--- config.mk ---
export PLATFORM = sky130hd
export DESIGN_NAME = aha_clk_div_sel_ctrl_flat
export DESIGN_NICKNAME = d
export VERILOG_FILES = /design/src/rtl/aha_clk_div_sel_ctrl_pkg.sv /design/src/rtl/aha_clk_div_sel_ctrl_if.sv /design/src/rtl/aha_clk_div_sel_ctrl_strobe_pick.sv /design/src/rtl/aha_clk_div_sel_ctrl.sv /design/src/flat_wrapper.sv
export SDC_FILE = /design/constraint.sdc
export NUM_CORES = 1
export LEC_CHECK = 0
export ABC_AREA = 1
export BUFFER_PORTS_ARGS = -buffer_cell sky130_fd_sc_hd__buf_2
export CELL_PAD_IN_SITES_DETAIL_PLACEMENT = 1
export CELL_PAD_IN_SITES_GLOBAL_PLACEMENT = 1
export CORE_UTILIZATION = 34
export CTS_CLUSTER_DIAMETER = 150
export DETAILED_ROUTE_END_ITERATION = 6
export MAX_ROUTING_LAYER = met4
export PLACE_DENSITY = 0.71
export SLEW_MARGIN = 30
export SYNTH_ARGS = -nofsm -noshare
export SYNTH_HDL_FRONTEND = slang
export SYNTH_HIERARCHICAL = 1
export SYNTH_SLANG_ARGS = --single-unit
--- constraint.sdc ---
create_clock -name clk_in -period 1.5 [get_ports clk_in]
set_input_delay 0.3 -clock clk_in [delete_from_list [all_inputs] [get_ports clk_in]]
set_output_delay 0.3 -clock clk_in [all_outputs]
set_load 0.01 [all_outputs]
--- src/rtl/aha_clk_div_sel_ctrl_pkg.sv ---
// ---------------------------------------------------------------------------
// aha_clk_ctrl_pkg
// Shared types and constants for the divided-clock ratio select controller.
//   state_t     : controller FSM states
//   SEL_DIV*    : mux select codes for /1 .. /32
//   SEL_W       : width of a ratio select
//   NUM_RATIOS  : number of divider taps (one enable strobe per tap)
// ---------------------------------------------------------------------------
package aha_clk_ctrl_pkg;

  localparam int SEL_W      = 3;
  localparam int NUM_RATIOS = 6;

  localparam logic [SEL_W-1:0] SEL_DIV1  = 3'd0;
  localparam logic [SEL_W-1:0] SEL_DIV2  = 3'd1;
  localparam logic [SEL_W-1:0] SEL_DIV4  = 3'd2;
  localparam logic [SEL_W-1:0] SEL_DIV8  = 3'd3;
  localparam logic [SEL_W-1:0] SEL_DIV16 = 3'd4;
  localparam logic [SEL_W-1:0] SEL_DIV32 = 3'd5;
  localparam logic [SEL_W-1:0] SEL_MAX   = SEL_DIV32;

  typedef enum logic [1:0] {
    IDLE     = 2'd0,
    WAIT_OFF = 2'd1,
    DRAIN    = 2'd2,
    WAIT_ON  = 2'd3
  } state_t;

endpackage

--- src/rtl/aha_clk_div_sel_ctrl_if.sv ---
// ---------------------------------------------------------------------------
// aha_clk_div_sel_ctrl_if
// Request handshake, divider strobes and clock-control outputs of the
// ratio select controller.
//   master : register block / divider side (drives request and strobes)
//   slave  : the controller
// ---------------------------------------------------------------------------
interface aha_clk_div_sel_ctrl_if;

  logic [aha_clk_ctrl_pkg::NUM_RATIOS-1:0] div_en;
  logic                                    req_valid;
  logic [aha_clk_ctrl_pkg::SEL_W-1:0]      req_sel;
  logic                                    req_ready;
  logic [aha_clk_ctrl_pkg::SEL_W-1:0]      mux_sel;
  logic                                    gate_en;
  logic                                    busy;
  logic                                    ack;
  logic                                    err;

  modport master (
    output div_en, req_valid, req_sel,
    input  req_ready, mux_sel, gate_en, busy, ack, err
  );

  modport slave (
    input  div_en, req_valid, req_sel,
    output req_ready, mux_sel, gate_en, busy, ack, err
  );

endinterface

--- src/rtl/aha_clk_div_sel_ctrl_strobe_pick.sv ---
// ---------------------------------------------------------------------------
// aha_strobe_pick
// Combinational 6:1 pick of one divider enable strobe.
//   div_en : one strobe per divider tap
//   idx    : tap index (0..5)
//   strobe : div_en[idx], or 0 for an index beyond the last tap
// ---------------------------------------------------------------------------
module aha_strobe_pick
  import aha_clk_ctrl_pkg::*;
(
  input  logic [NUM_RATIOS-1:0] div_en,
  input  logic [SEL_W-1:0]      idx,
  output logic                  strobe
);

  always_comb begin
    strobe = 1'b0;
    case (idx)
      3'd0:    strobe = div_en[0];
      3'd1:    strobe = div_en[1];
      3'd2:    strobe = div_en[2];
      3'd3:    strobe = div_en[3];
      3'd4:    strobe = div_en[4];
      3'd5:    strobe = div_en[5];
      default: strobe = 1'b0;
    endcase
  end

endmodule

--- src/rtl/aha_clk_div_sel_ctrl.sv ---
// ---------------------------------------------------------------------------
// aha_clk_div_sel_ctrl
// Sequences glitch-free run-time changes of the divided-clock ratio: gates
// the downstream clock on a boundary of the current ratio, drains, switches
// the mux select, then re-opens the gate on a boundary of the new ratio.
//   clk_in : reference (undivided) clock, same as the divider's
//   reset  : asynchronous, active-high
//   bus    : request handshake, divider strobes, mux select, gate enable,
//            busy and the one-cycle ack / err completion pulses
// ---------------------------------------------------------------------------
module aha_clk_div_sel_ctrl
  import aha_clk_ctrl_pkg::*;
#(
  parameter int DRAIN_CYCLES = 4,
  parameter int WAIT_MAX     = 63,
  parameter int RESET_SEL    = 0
) (
  input  logic                   clk_in,
  input  logic                   reset,
  aha_clk_div_sel_ctrl_if.slave  bus
);

  localparam int CNT_MAX = (WAIT_MAX > DRAIN_CYCLES) ? WAIT_MAX : DRAIN_CYCLES;
  localparam int CNT_W   = $clog2(CNT_MAX + 1);

  localparam logic [CNT_W-1:0] WAIT_LAST  = CNT_W'(WAIT_MAX);
  localparam logic [CNT_W-1:0] DRAIN_LOAD = CNT_W'(DRAIN_CYCLES - 1);
  localparam logic [SEL_W-1:0] RESET_MUX  = SEL_W'(RESET_SEL);

  state_t           state, state_nx;
  logic [CNT_W-1:0] cnt, cnt_nx;
  logic [SEL_W-1:0] target, target_nx;
  logic [SEL_W-1:0] mux_q, mux_nx;
  logic             gate_q, gate_nx;
  logic             ack_q, ack_nx;
  logic             err_q, err_nx;
  logic             busy_q;
  logic             strobe;

  // The strobe always follows the live select, so WAIT_ON automatically
  // watches the new ratio once DRAIN has switched the mux.
  aha_strobe_pick u_pick (
    .div_en (bus.div_en),
    .idx    (mux_q),
    .strobe (strobe)
  );

  // All controller state and outputs are registered together so no input
  // reaches an output combinationally; busy/ready are precomputed from the
  // next state.
  always_ff @(posedge clk_in or posedge reset) begin
    if (reset) begin
      state  <= IDLE;
      cnt    <= '0;
      target <= RESET_MUX;
      mux_q  <= RESET_MUX;
      gate_q <= 1'b1;
      ack_q  <= 1'b0;
      err_q  <= 1'b0;
      busy_q <= 1'b0;
    end else begin
      state  <= state_nx;
      cnt    <= cnt_nx;
      target <= target_nx;
      mux_q  <= mux_nx;
      gate_q <= gate_nx;
      ack_q  <= ack_nx;
      err_q  <= err_nx;
      busy_q <= (state_nx != IDLE);
    end
  end

  // Next-state logic. One counter serves both the strobe-wait timeout
  // (counting up) and the drain interval (counting down). A request is only
  // looked at in IDLE, which is exactly when ready is high.
  always_comb begin
    state_nx  = state;
    cnt_nx    = cnt;
    target_nx = target;
    mux_nx    = mux_q;
    gate_nx   = gate_q;
    ack_nx    = 1'b0;
    err_nx    = 1'b0;
    case (state)
      IDLE: begin
        if (bus.req_valid) begin
          if (bus.req_sel > SEL_MAX) begin
            err_nx = 1'b1;
          end else if (bus.req_sel == mux_q) begin
            ack_nx = 1'b1;
          end else begin
            target_nx = bus.req_sel;
            cnt_nx    = '0;
            state_nx  = WAIT_OFF;
          end
        end
      end
      WAIT_OFF: begin
        if (strobe) begin
          gate_nx  = 1'b0;
          cnt_nx   = DRAIN_LOAD;
          state_nx = DRAIN;
        end else if (cnt == WAIT_LAST) begin
          err_nx   = 1'b1;
          state_nx = IDLE;
        end else begin
          cnt_nx = cnt + 1'b1;
        end
      end
      DRAIN: begin
        if (cnt == '0) begin
          mux_nx   = target;
          cnt_nx   = '0;
          state_nx = WAIT_ON;
        end else begin
          cnt_nx = cnt - 1'b1;
        end
      end
      WAIT_ON: begin
        // On timeout the gate is forced open so the downstream domain is
        // never left stopped; the new select is kept.
        if (strobe) begin
          gate_nx  = 1'b1;
          ack_nx   = 1'b1;
          state_nx = IDLE;
        end else if (cnt == WAIT_LAST) begin
          gate_nx  = 1'b1;
          err_nx   = 1'b1;
          state_nx = IDLE;
        end else begin
          cnt_nx = cnt + 1'b1;
        end
      end
      default: state_nx = IDLE;
    endcase
  end

  assign bus.mux_sel   = mux_q;
  assign bus.gate_en   = gate_q;
  assign bus.ack       = ack_q;
  assign bus.err       = err_q;
  assign bus.busy      = busy_q;
  assign bus.req_ready = ~busy_q;

endmodule

--- src/flat_wrapper.sv ---
// flat-port wrapper written by rule: the top's interface ports become plain ports
module aha_clk_div_sel_ctrl_flat import aha_clk_ctrl_pkg::*;
#(
  parameter int DRAIN_CYCLES = 4,
  parameter int WAIT_MAX     = 63,
  parameter int RESET_SEL    = 0
)
  (clk_in, reset, bus_div_en, bus_req_valid, bus_req_sel, bus_req_ready, bus_mux_sel, bus_gate_en, bus_busy, bus_ack, bus_err);
  aha_clk_div_sel_ctrl_if bus_i ();
  input  logic clk_in;
  input  logic reset;
  input wire logic [$bits(bus_i.div_en)-1:0] bus_div_en;
  input wire logic [$bits(bus_i.req_valid)-1:0] bus_req_valid;
  input wire logic [$bits(bus_i.req_sel)-1:0] bus_req_sel;
  output wire logic [$bits(bus_i.req_ready)-1:0] bus_req_ready;
  output wire logic [$bits(bus_i.mux_sel)-1:0] bus_mux_sel;
  output wire logic [$bits(bus_i.gate_en)-1:0] bus_gate_en;
  output wire logic [$bits(bus_i.busy)-1:0] bus_busy;
  output wire logic [$bits(bus_i.ack)-1:0] bus_ack;
  output wire logic [$bits(bus_i.err)-1:0] bus_err;
  assign bus_i.div_en = bus_div_en;
  assign bus_i.req_valid = bus_req_valid;
  assign bus_i.req_sel = bus_req_sel;
  assign bus_req_ready = bus_i.req_ready;
  assign bus_mux_sel = bus_i.mux_sel;
  assign bus_gate_en = bus_i.gate_en;
  assign bus_busy = bus_i.busy;
  assign bus_ack = bus_i.ack;
  assign bus_err = bus_i.err;
  aha_clk_div_sel_ctrl #(.DRAIN_CYCLES(DRAIN_CYCLES), .WAIT_MAX(WAIT_MAX), .RESET_SEL(RESET_SEL)) u_core (.clk_in(clk_in), .reset(reset), .bus(bus_i));
endmodule
==> impl_metrics.py, run 1 <==
metrics = {
    "power_and_ir_drop": {
        "peakVddDrop_mv": 0.803,
        "p_per_area_nw_per_um2": 2010,
        "p_leak_uw": 0.000946,
        "power_uw": 3660,
    },
    "die": {
        "fp.coreArea_um2": 3720,
        "start_util_pct": 35.9,
        "die_w_um": 64.6,
        "dieArea_um2": 4170,
        "io_pins": 20,
        "dieHeight_um": 64.6,
        "rows": 22,
    },
    "critical_path": {
        "arrival_ns": 1.63,
        "critical_path.max_fanout": 5,
        "cp.required_ns": 1.64,
        "path_class": "reg -> reg",
        "worstSetupEndpointType": "flip-flop",
        "cp-start-kind": "flip-flop",
    },
    "synth": {
        "synthFlopType": "dfrtp_1",
        "yosysTopAreaCell": "dfrtp_1",
        "ys_types": 27,
        "synth.area.top_cells": "dfrtp_1 (32%), nand2_1 (21%), inv_1 (9.3%)",
        "netlist_instances": 197,
        "syn_nets": 216,
        "syn-cell-area_um2": 1330,
        "synth_async_sr_flop_share_pct": 100,
        "synth-seq-cells": 18,
        "yosysSeqAreaShare_pct": 33.9,
        "netlist.area_leader.share_pct": 31.9,
        "syn_avg_cell_area_um2": 6.76,
        "synth_warnings": 6,
        "synth.most_common_cell": "nand2_1",
        "synthTopCellsByCount": "nand2_1 (75), inv_1 (33), dfrtp_1 (17), nand3_1 (13), nor2_1 (9)",
        "synth-edff-count": 0,
    },
    "final_layout": {
        "fill_cells": 489,
        "area.growth.synth_to_final_pct": 36.7,
        "final_nets": 256,
        "register_area_um2": 458,
        "drive_gt1_share_pct": 36.9,
        "antenna_cells": 0,
        "final_util_pct": 49.0,
        "multi_input_comb_area_um2": 868,
    },
    "sta": {
        "rsz0062_at_grt": "true",
        "finalHoldViolations": 0,
        "slew_headroom_pct": 78.3,
        "min_period_ns": 1.48,
        "clock_skew_ns": 0.000737,
        "fmax_ghz": 0.675,
        "slew_violations": 0,
        "hold_ws_ns": 0.0753,
        "worst-slew-pin-transition_ns": 0.324,
        "timing.final.crit_share_pct": 98.7,
        "finalSetupViolCount": 0,
    },
    "grt": {
        "grt_max_degree": 19,
        "gr-total-overflow": 0,
        "grt_pass1_vias": 1495,
        "grtUsageTotal_pct": 21.1,
        "grt_pass1_wl_um": 6560,
        "antenna_found_initial": 0,
    },
    "detailed_routing": {
        "routed-via-count": 1359,
        "dr.max_layer_used": "met4",
        "wl_met1_um": 1590,
        "ant_nets": 0,
        "dr_wl_met3_um": 62,
        "drt_iter0_markers": 32,
        "drc": 0,
        "wirelength_um": 3830,
        "wl_met2_um": 2140,
        "vias_per_cell": 4.79,
        "drt_pass1_iterations": 4,
        "post_drt_wl_per_cell_um": 13.5,
    },
    "min_path": {
        "min_path_type": "in -> async",
    },
    "placement": {
        "port_buffers": 19,
        "hpwl_um": 2990,
        "place_congestion": 0.826,
    },
    "clock_tree": {
        "numCtsBuffers": 3,
        "clock_path_buffers": 2,
        "cts_tree": "done",
        "clock-root-buffer": "clkbuf_8",
        "h-tree-depth": 1,
        "cts.sinks": 18,
        "clock_latency_ns": 0.25,
        "postCtsHoldBufs": 0,
        "path_clk_slew_ns": 0.07,
    },
    "job": {
        "cap_violations": 0,
    },
    "outcome": {
        "status": "finished clean",
    },
}
==> layout by cell type (no fill, tap or decap), types with 3 or more instances in the layout <==
| cell | synthesis | layout |
|---|---|---|
| buf_2 | 2 | 19 |
| buf_4 | 1 | 16 |
| buf_6 | 0 | 3 |
| clkbuf_8 | 0 | 4 |
| dfrtp_1 | 17 | 12 |
| dfrtp_2 | 0 | 5 |
| ha_1 | 7 | 3 |
| ha_4 | 0 | 3 |
| inv_1 | 33 | 23 |
| inv_2 | 2 | 12 |
| nand2_1 | 75 | 67 |
| nand2_2 | 2 | 6 |
| nand2_4 | 0 | 4 |
| nand3_1 | 13 | 11 |
| nand4_1 | 4 | 4 |
| nor2_1 | 9 | 5 |
| nor2_2 | 1 | 4 |
| nor2_4 | 2 | 3 |
| o211ai_1 | 4 | 4 |
| o21ai_0 | 8 | 6 |
==> through the flow <==
stage               cell area, um2  std cells  setup WS (ns)   TNS, ns
floorplan                     1330        197         0.0633         0
global placement              1580        275        -0.0563   -0.0577
detailed placement            1580        275         -0.120    -0.352
CTS                           1670        281       -0.00180  -0.00180
global route                  1820        284        -0.0926    -0.553
finish                        1820        284         0.0192         0
==> final cells by class <==
type / count / share of cell area, %
well taps: 48 / 3.30
inverters: 35 / 7.21
flip-flops and latches: 18 / 25.1
repair buffers: 38 / 13.7
clock buffers: 4 / 3.02
multi-input cells: 141 / 47.7
==> sequential cells by signal (all words and copies together) (netlist names) <==
signal and cells:
u_core/bus.err 1, u_core/cnt 6, u_core/bus.busy 1, u_core/state 2, u_core/bus.gate_en 1, u_core/target 3
u_core/bus.mux_sel 3, u_core/bus.ack 1
==> power by group <==
| part | internal (uW) | switching [uW] | total [uW] | leakage, uW |
|---|---|---|---|---|
| registers | 694 | 235 | 929 | 0.000224 |
| clock network | 233 | 160 | 393 | 0.0000288 |
| logic | 990 | 1350 | 2340 | 0.000693 |
==> path summary, 6_finish.rpt <==
kind                                    startpoint            endpoint  slack (ns)  cells past startpoint
max in group asynchronous                    reset  u_core/bus.gate_en        1.16                      3
worst max register to register       u_core/cnt[1]       u_core/cnt[1]        0.02                     10
worst min register to register  u_core/bus.gate_en  u_core/bus.gate_en        0.49                      2
worst min-delay path                         reset       u_core/cnt[3]        0.08                      3
min in group clk_in                 bus_req_sel[0]    u_core/target[0]        0.33                      3
worst max-delay path                 u_core/cnt[1]       u_core/cnt[1]        0.02                     10
==> layer usage <==
metal  GRT usage (%)  vias to the layer above
met1            23.1                      654
met3            2.64                        4
met2            38.6                       14
met4            8.33                        0
met5               -                        -
li1                -                      687
==> cells by family (layout without fill, tap and decap cells) <==
| kind of cell | Yosys count | after routing | share of synthesized area [%] |
|---|---|---|---|
| flops | 18 | 18 | 33.9 |
| simple gates | 110 | 110 | 36.2 |
| fa+ha+maj | 7 | 7 | 6.57 |
| compound gates | 19 | 19 | 8.83 |
| buf+inv | 38 | 77 | 11.2 |
| xor+xnor | 5 | 5 | 3.29 |
==> what timing repair did <==
item | in CTS | in global routing
gates resized for setup | 9 | 41
buffers inserted | 2 | 3
cloned | 0 | 0
pin swaps | 1 | 14
endpoints found under the setup margin | 9 | 17
==> critical path: stages (launching register included) <==
cell and delay (ns):
dfrtp_2 0.45, inv_2 0.10, ha_4 0.14, nand2_2 0.05
nor2_2 0.11, nand2_2 0.10, nand2_4 0.12, or2_1 0.11
nand3_1 0.07, nand2_1 0.07, nand2_1 0.05
No activity file was read; power rests on OpenSTA's default activity.
==> run 2: changes to the inputs <==
GPL_TIMING_DRIVEN = 0   (was unset)
==> run 2 against run 1 <==
Compared with the run above: the flow now finishes with violations (setup timing); sequential cell count unchanged; design area down 2.1%; global-route usage decreased by 1.1 points; combinational power barely moved.
==> impl_metrics.py, run 2 (synthesis results as in run 1) <==
metrics = {
    "outcome": {
        "status": "complete, but fails checks",
        "violations": "setup timing",
    },
    "sta": {
        "worst-slew-pin-transition_ns": 0.720,
        "clock_skew_ns": 0.00222,
        "fmax_ghz": 0.643,
        "slew_violations": 0,
        "timing.final.crit_share_pct": 104,
        "finalHoldViolations": 0,
        "min_period_ns": 1.55,
        "rsz0062_at_grt": "true",
        "finalSetupViolCount": 2,
        "setup_ws_ns": -0.0542,
        "slew_headroom_pct": 52.0,
    },
    "final_layout": {
        "final_nets": 255,
        "fill_cells": 504,
        "mostFrequentLayoutCell": "nand2_1",
        "largest_reg_flops": 6,
        "area.growth.synth_to_final_pct": 33.8,
        "multi_input_comb_area_um2": 852,
        "drive_gt1_share_pct": 36.6,
        "register_area_um2": 457,
        "final_cell_mix": "nand2_1 (66), inv_1 (25), buf_2 (21)",
        "top_register": "u_core/cnt",
        "stdcell_area_um2": 1780,
        "antenna_cells": 0,
    },
    "critical_path": {
        "critPathSlowestCell": "dfrtp_2",
        "arrival_ns": 1.70,
        "cp-startpoint": "u_core/cnt[0]",
        "cp_cell_sequence": "inv_4 -> buf_4 -> buf_4 -> ha_1 -> nand2_1 -> xor2_1 -> o21ai_1 -> nand2_1 -> nand2_1",
        "rr_endpoint": "u_core/cnt[4]",
        "crit_family": "flip-flops",
        "rrSetupSlack_ns": -0.05,
        "path_class": "reg -> reg",
        "max_stage_delay_ns": 0.43,
        "critical_path_cell_count": 9,
        "crit_top_cell": "nand2_1",
        "worstSetupEndpointType": "flip-flop",
        "crit_buf_inv": 3,
        "ff2ff_path_depth": 9,
        "cp-start-kind": "flip-flop",
        "critical_path.max_fanout": 3,
        "cp.required_ns": 1.65,
        "crit-reg2reg-launch": "u_core/cnt[0]",
        "endpoint": "u_core/cnt[4]",
    },
    "detailed_routing": {
        "wirelength_um": 3760,
        "routed-via-count": 1349,
        "post_drt_wl_per_cell_um": 13.3,
        "drt_iter0_markers": 50,
        "drc": 0,
        "drt_pass1_iterations": 2,
        "ant_nets": 0,
        "vias_per_cell": 4.77,
    },
    "die": {
        "start_util_pct": 35.9,
        "dieHeight_um": 64.6,
        "die_w_um": 64.6,
        "rows": 22,
        "fp.coreArea_um2": 3720,
        "dieArea_um2": 4170,
        "io_pins": 20,
    },
    "grt": {
        "gr-total-overflow": 0,
        "grt_pass1_vias": 1365,
        "use_met1_pct": 23.9,
        "grt_max_degree": 19,
        "grt_pass1_wl_um": 6200,
        "grt.busiest_layer": "met2",
        "gr-usage-met2_pct": 34.1,
        "met3_usage_pct": 2.11,
        "grtUsageTotal_pct": 20.0,
        "antenna_found_initial": 0,
    },
    "clock_tree": {
        "clock-root-buffer": "clkbuf_8",
        "cts.sinks": 18,
        "numCtsBuffers": 3,
        "path_clk_slew_ns": 0.07,
        "clock_path_buffers": 2,
        "h-tree-depth": 1,
        "cts_tree": "done",
        "clock_latency_ns": 0.25,
    },
    "job": {
        "cap_violations": 0,
    },
    "power_and_ir_drop": {
        "swShare_pct": 48.8,
        "clockPowerShare_pct": 11.1,
        "p_seq_share_pct": 24.6,
        "switchingPower_uw": 1760,
        "p_int_uw": 1850,
        "p_per_area_nw_per_um2": 2030,
        "p_leak_uw": 0.000935,
        "pwr-share-comb_pct": 64.3,
        "peakVddDrop_mv": 0.666,
    },
    "placement": {
        "hpwl_um": 2650,
        "place_area_um2": 1490,
        "port_buffers": 19,
        "preCtsSetupSlack_ns": -0.198,
        "place_congestion": 0.798,
    },
    "min_path": {
        "min_path_type": "in -> async",
    },
}
## run 2: routing by layer
metal  up-vias  wire length [um]
li1        685                 -
met1       642              1690
met5         -                 0
met4         0                65
met3         6                56
met2        16              1950
## run 2: area by class of cell
type | count | area share, %
flip-flops and latches | 18 | 25.6
well taps | 48 | 3.37
clock buffers | 4 | 3.09
multi-input cells | 141 | 47.8
inverters | 35 | 7.51
repair buffers | 34 | 11.6
plain buffers | 3 | 0.982
## run 2: per-stage QoR
| stage | total power, uW | util (%) | cells | TNS [ns] | hold slack (ns) |
|---|---|---|---|---|---|
| floorplan | 2140 | - | 197 | 0 | 0.238 |
| global placement | 2520 | 40.0 | 264 | -0.775 | 0.449 |
| detailed placement | 2620 | 40.0 | 264 | -1.39 | 0.469 |
| CTS | 3260 | 44.6 | 278 | 0 | 0.186 |
| global route | 3960 | 48.0 | 283 | -0.965 | 0.212 |
| finish | 3620 | 48.0 | 283 | -0.0572 | 0.155 |
## run 2: timing repair
action | in CTS | in global routing
hold endpoints to repair | 0 | 0
setup endpoints to repair | 12 | 16
pin swaps | 4 | 17
gates cloned | 0 | 0
resized for setup | 15 | 32
setup buffers | 10 | 5
hold buffers | 0 | 0
## run 2: power groups by stage
stage | registers [uW] | clock network, uW | logic, uW
finish | 888 | 402 | 2330
floorplan | 864 | 0 | 1280
global placement | 876 | 0 | 1650
global route | 920 | 441 | 2600
detailed placement | 883 | 0 | 1740
CTS | 878 | 424 | 1960
## run 2: worst min path at each step
stage                          end  slack, ns  cells past startpoint
floorplan           u_core/bus.ack       0.24                      1
global placement    u_core/bus.ack       0.45                      2
detailed placement  u_core/bus.ack       0.47                      2
CTS                 u_core/bus.ack       0.19                      2
global route        u_core/bus.ack       0.21                      2
finish              u_core/bus.ack       0.16                      2
## run 2: worst register-to-register path: stages, from the launching register on
cell and delay [ns]:
dfrtp_2 0.43, inv_4 0.06, buf_4 0.13, buf_4 0.12, ha_1 0.21, nand2_1 0.11, xor2_1 0.18, o21ai_1 0.10
nand2_1 0.06, nand2_1 0.04
==> run 3: changes to the inputs <==
PLACE_DENSITY = 0.76   (was 0.71)
==> run 3 against run 2 <==
Compared with the run above: the flow still finishes with violations (setup timing); design area fell by 4.0%; core utilization fell by 1.9 points; combinational power fell by 6%; final cell count fell by 1.4%; critical endpoint is now u_core/cnt[1]; highest routed layer unchanged.
==> impl_metrics.py, run 3 (synthesis results as in run 1) <==
metrics = {
    "outcome": {
        "status": "complete, but fails checks",
        "violations": "setup timing",
    },
    "sta": {
        "finalHoldViolations": 0,
        "timing.final.crit_share_pct": 105,
        "min_period_ns": 1.57,
        "setup_ws_ns": -0.0685,
        "slew_headroom_pct": 52.3,
        "finalSetupViolCount": 3,
        "clock_skew_ns": 0.00552,
        "worst-slew-pin-transition_ns": 0.715,
        "rsz0062_at_grt": "true",
        "fmax_ghz": 0.638,
        "slew_violations": 0,
    },
    "final_layout": {
        "instances_no_fill": 279,
        "final_util_pct": 46.1,
        "largest_reg_flops": 6,
        "final_nets": 251,
        "antenna_cells": 0,
        "stdcell_area_um2": 1710,
        "mostFrequentLayoutCell": "nand2_1",
        "drive_gt1_share_pct": 33.8,
        "top_register": "u_core/cnt",
        "area.growth.synth_to_final_pct": 28.5,
        "final_cell_mix": "nand2_1 (69), inv_1 (23), buf_2 (21)",
    },
    "clock_tree": {
        "clock_latency_ns": 0.27,
        "h-tree-depth": 1,
        "clock-root-buffer": "clkbuf_8",
        "cts.sinks": 18,
        "clock_path_buffers": 2,
        "cts_tree": "done",
        "postCtsHoldBufs": 0,
        "path_clk_slew_ns": 0.08,
        "numCtsBuffers": 3,
    },
    "grt": {
        "grt_pass1_wl_um": 5980,
        "gr-total-overflow": 0,
        "grt_max_degree": 19,
        "antenna_found_initial": 0,
        "grtUsageTotal_pct": 19.3,
        "grt_pass1_vias": 1349,
    },
    "placement": {
        "place_area_um2": 1490,
        "hpwl_um": 2570,
        "dp_cells": 264,
        "port_buffers": 19,
        "place_congestion": 0.773,
    },
    "die": {
        "fp.coreArea_um2": 3720,
        "die_w_um": 64.6,
        "start_util_pct": 35.9,
        "io_pins": 20,
        "rows": 22,
        "dieArea_um2": 4170,
        "dieHeight_um": 64.6,
    },
    "critical_path": {
        "arrival_ns": 1.73,
        "worstSetupEndpointType": "flip-flop",
        "critPathSlowestCell": "dfrtp_2",
        "cp_cell_sequence": "inv_2 -> ha_4 -> nand2_2 -> nor2_2 -> nand2_2 -> nand2_4 -> or2_1 -> nand3_1 -> nand2_1 -> nand2_1",
        "crit_buf_inv": 1,
        "path_class": "reg -> reg",
        "cp.required_ns": 1.66,
        "rrSetupSlack_ns": -0.07,
        "cp-start-kind": "flip-flop",
        "critical_path.max_fanout": 5,
        "crit_family": "simple AND/OR/NAND/NOR gates",
        "max_stage_delay_ns": 0.46,
    },
    "power_and_ir_drop": {
        "p_per_area_nw_per_um2": 2050,
        "peakVddDrop_mv": 0.757,
        "pwr-share-comb_pct": 62.4,
        "p_seq_share_pct": 25.6,
        "p_int_uw": 1790,
        "swShare_pct": 49.1,
        "switchingPower_uw": 1730,
        "clockPowerShare_pct": 12.0,
        "p_leak_uw": 0.000909,
    },
    "detailed_routing": {
        "routed-via-count": 1322,
        "wirelength_um": 3800,
        "post_drt_wl_per_cell_um": 13.6,
        "vias_per_cell": 4.74,
        "drt_pass1_iterations": 4,
        "drt_iter0_markers": 77,
        "drc": 0,
        "ant_nets": 0,
    },
    "job": {
        "cap_violations": 0,
    },
    "min_path": {
        "min_path_type": "in -> async",
    },
}
## run 3: changes by cell type in the layout (fill, tap and decap cells not counted), sizes merged
cell,delta
buf,-4
## run 3: path summary, 6_finish.rpt
kind,end,depth (start not counted),startpoint
setup reg to reg,u_core/cnt[1],10,u_core/cnt[0]
setup / recovery,u_core/cnt[1],10,u_core/cnt[0]
hold reg to reg,u_core/bus.mux_sel[1],2,u_core/target[1]
hold / removal,u_core/bus.err,2,reset
max in group asynchronous,u_core/bus.mux_sel[0],2,reset
min in group clk_in,u_core/target[0],3,bus_req_sel[0]
## run 3: area by class of cell
type | instances | area, um2
buffer | 3 | 17.5
clock buffer | 4 | 55.1
fill | 499 | 2000
inverter | 35 | 131
multi-input combinational | 141 | 813
sequential | 18 | 457
tap | 48 | 60.1
timing repair buffer | 30 | 178
## run 3: layer usage
layer / share of wire [%] / track usage (%)
met4: 1.9 / 3.33
met5: 0 / -
met3: 2.3 / 3.70
met2: 53 / 35.0
met1: 42 / 22.4
## run 3: timing repair
item / CTS / global route
endpoints found under the setup margin: 11 / 16
pin swaps: 1 / 16
gates resized for setup: 14 / 24
buffers inserted: 4 / 7
## run 3: stage by stage
stage          worst slack (ns)  hold slack [ns]  TNS (ns)  total power, uW
4_1_cts                 0.00297            0.173         0             3210
3_5_place_dp             -0.264            0.455     -1.75             2600
6_report                -0.0685            0.138   -0.0730             3520
2_1_floorplan            0.0633            0.238         0             2140
3_3_place_gp             -0.238            0.454     -1.59             2540
5_1_grt                  -0.135            0.222    -0.724             3840
## run 3: worst reg2reg max path: stages (launching register included)
cell     delay [ns]
dfrtp_2        0.46
inv_2          0.12
ha_4           0.15
nand2_2        0.05
nor2_2         0.11
nand2_2        0.11
nand2_4        0.12
or2_1          0.10
nand3_1        0.09
nand2_1        0.09
nand2_1        0.06
## run 3: power groups by stage
stage	Sequential, uW	Clock (uW)	Combinational [uW]
5_1_grt	924	451	2460
3_3_place_gp	878	0	1660
3_5_place_dp	887	0	1710
6_report	901	420	2190
2_1_floorplan	864	0	1280
4_1_cts	872	425	1920
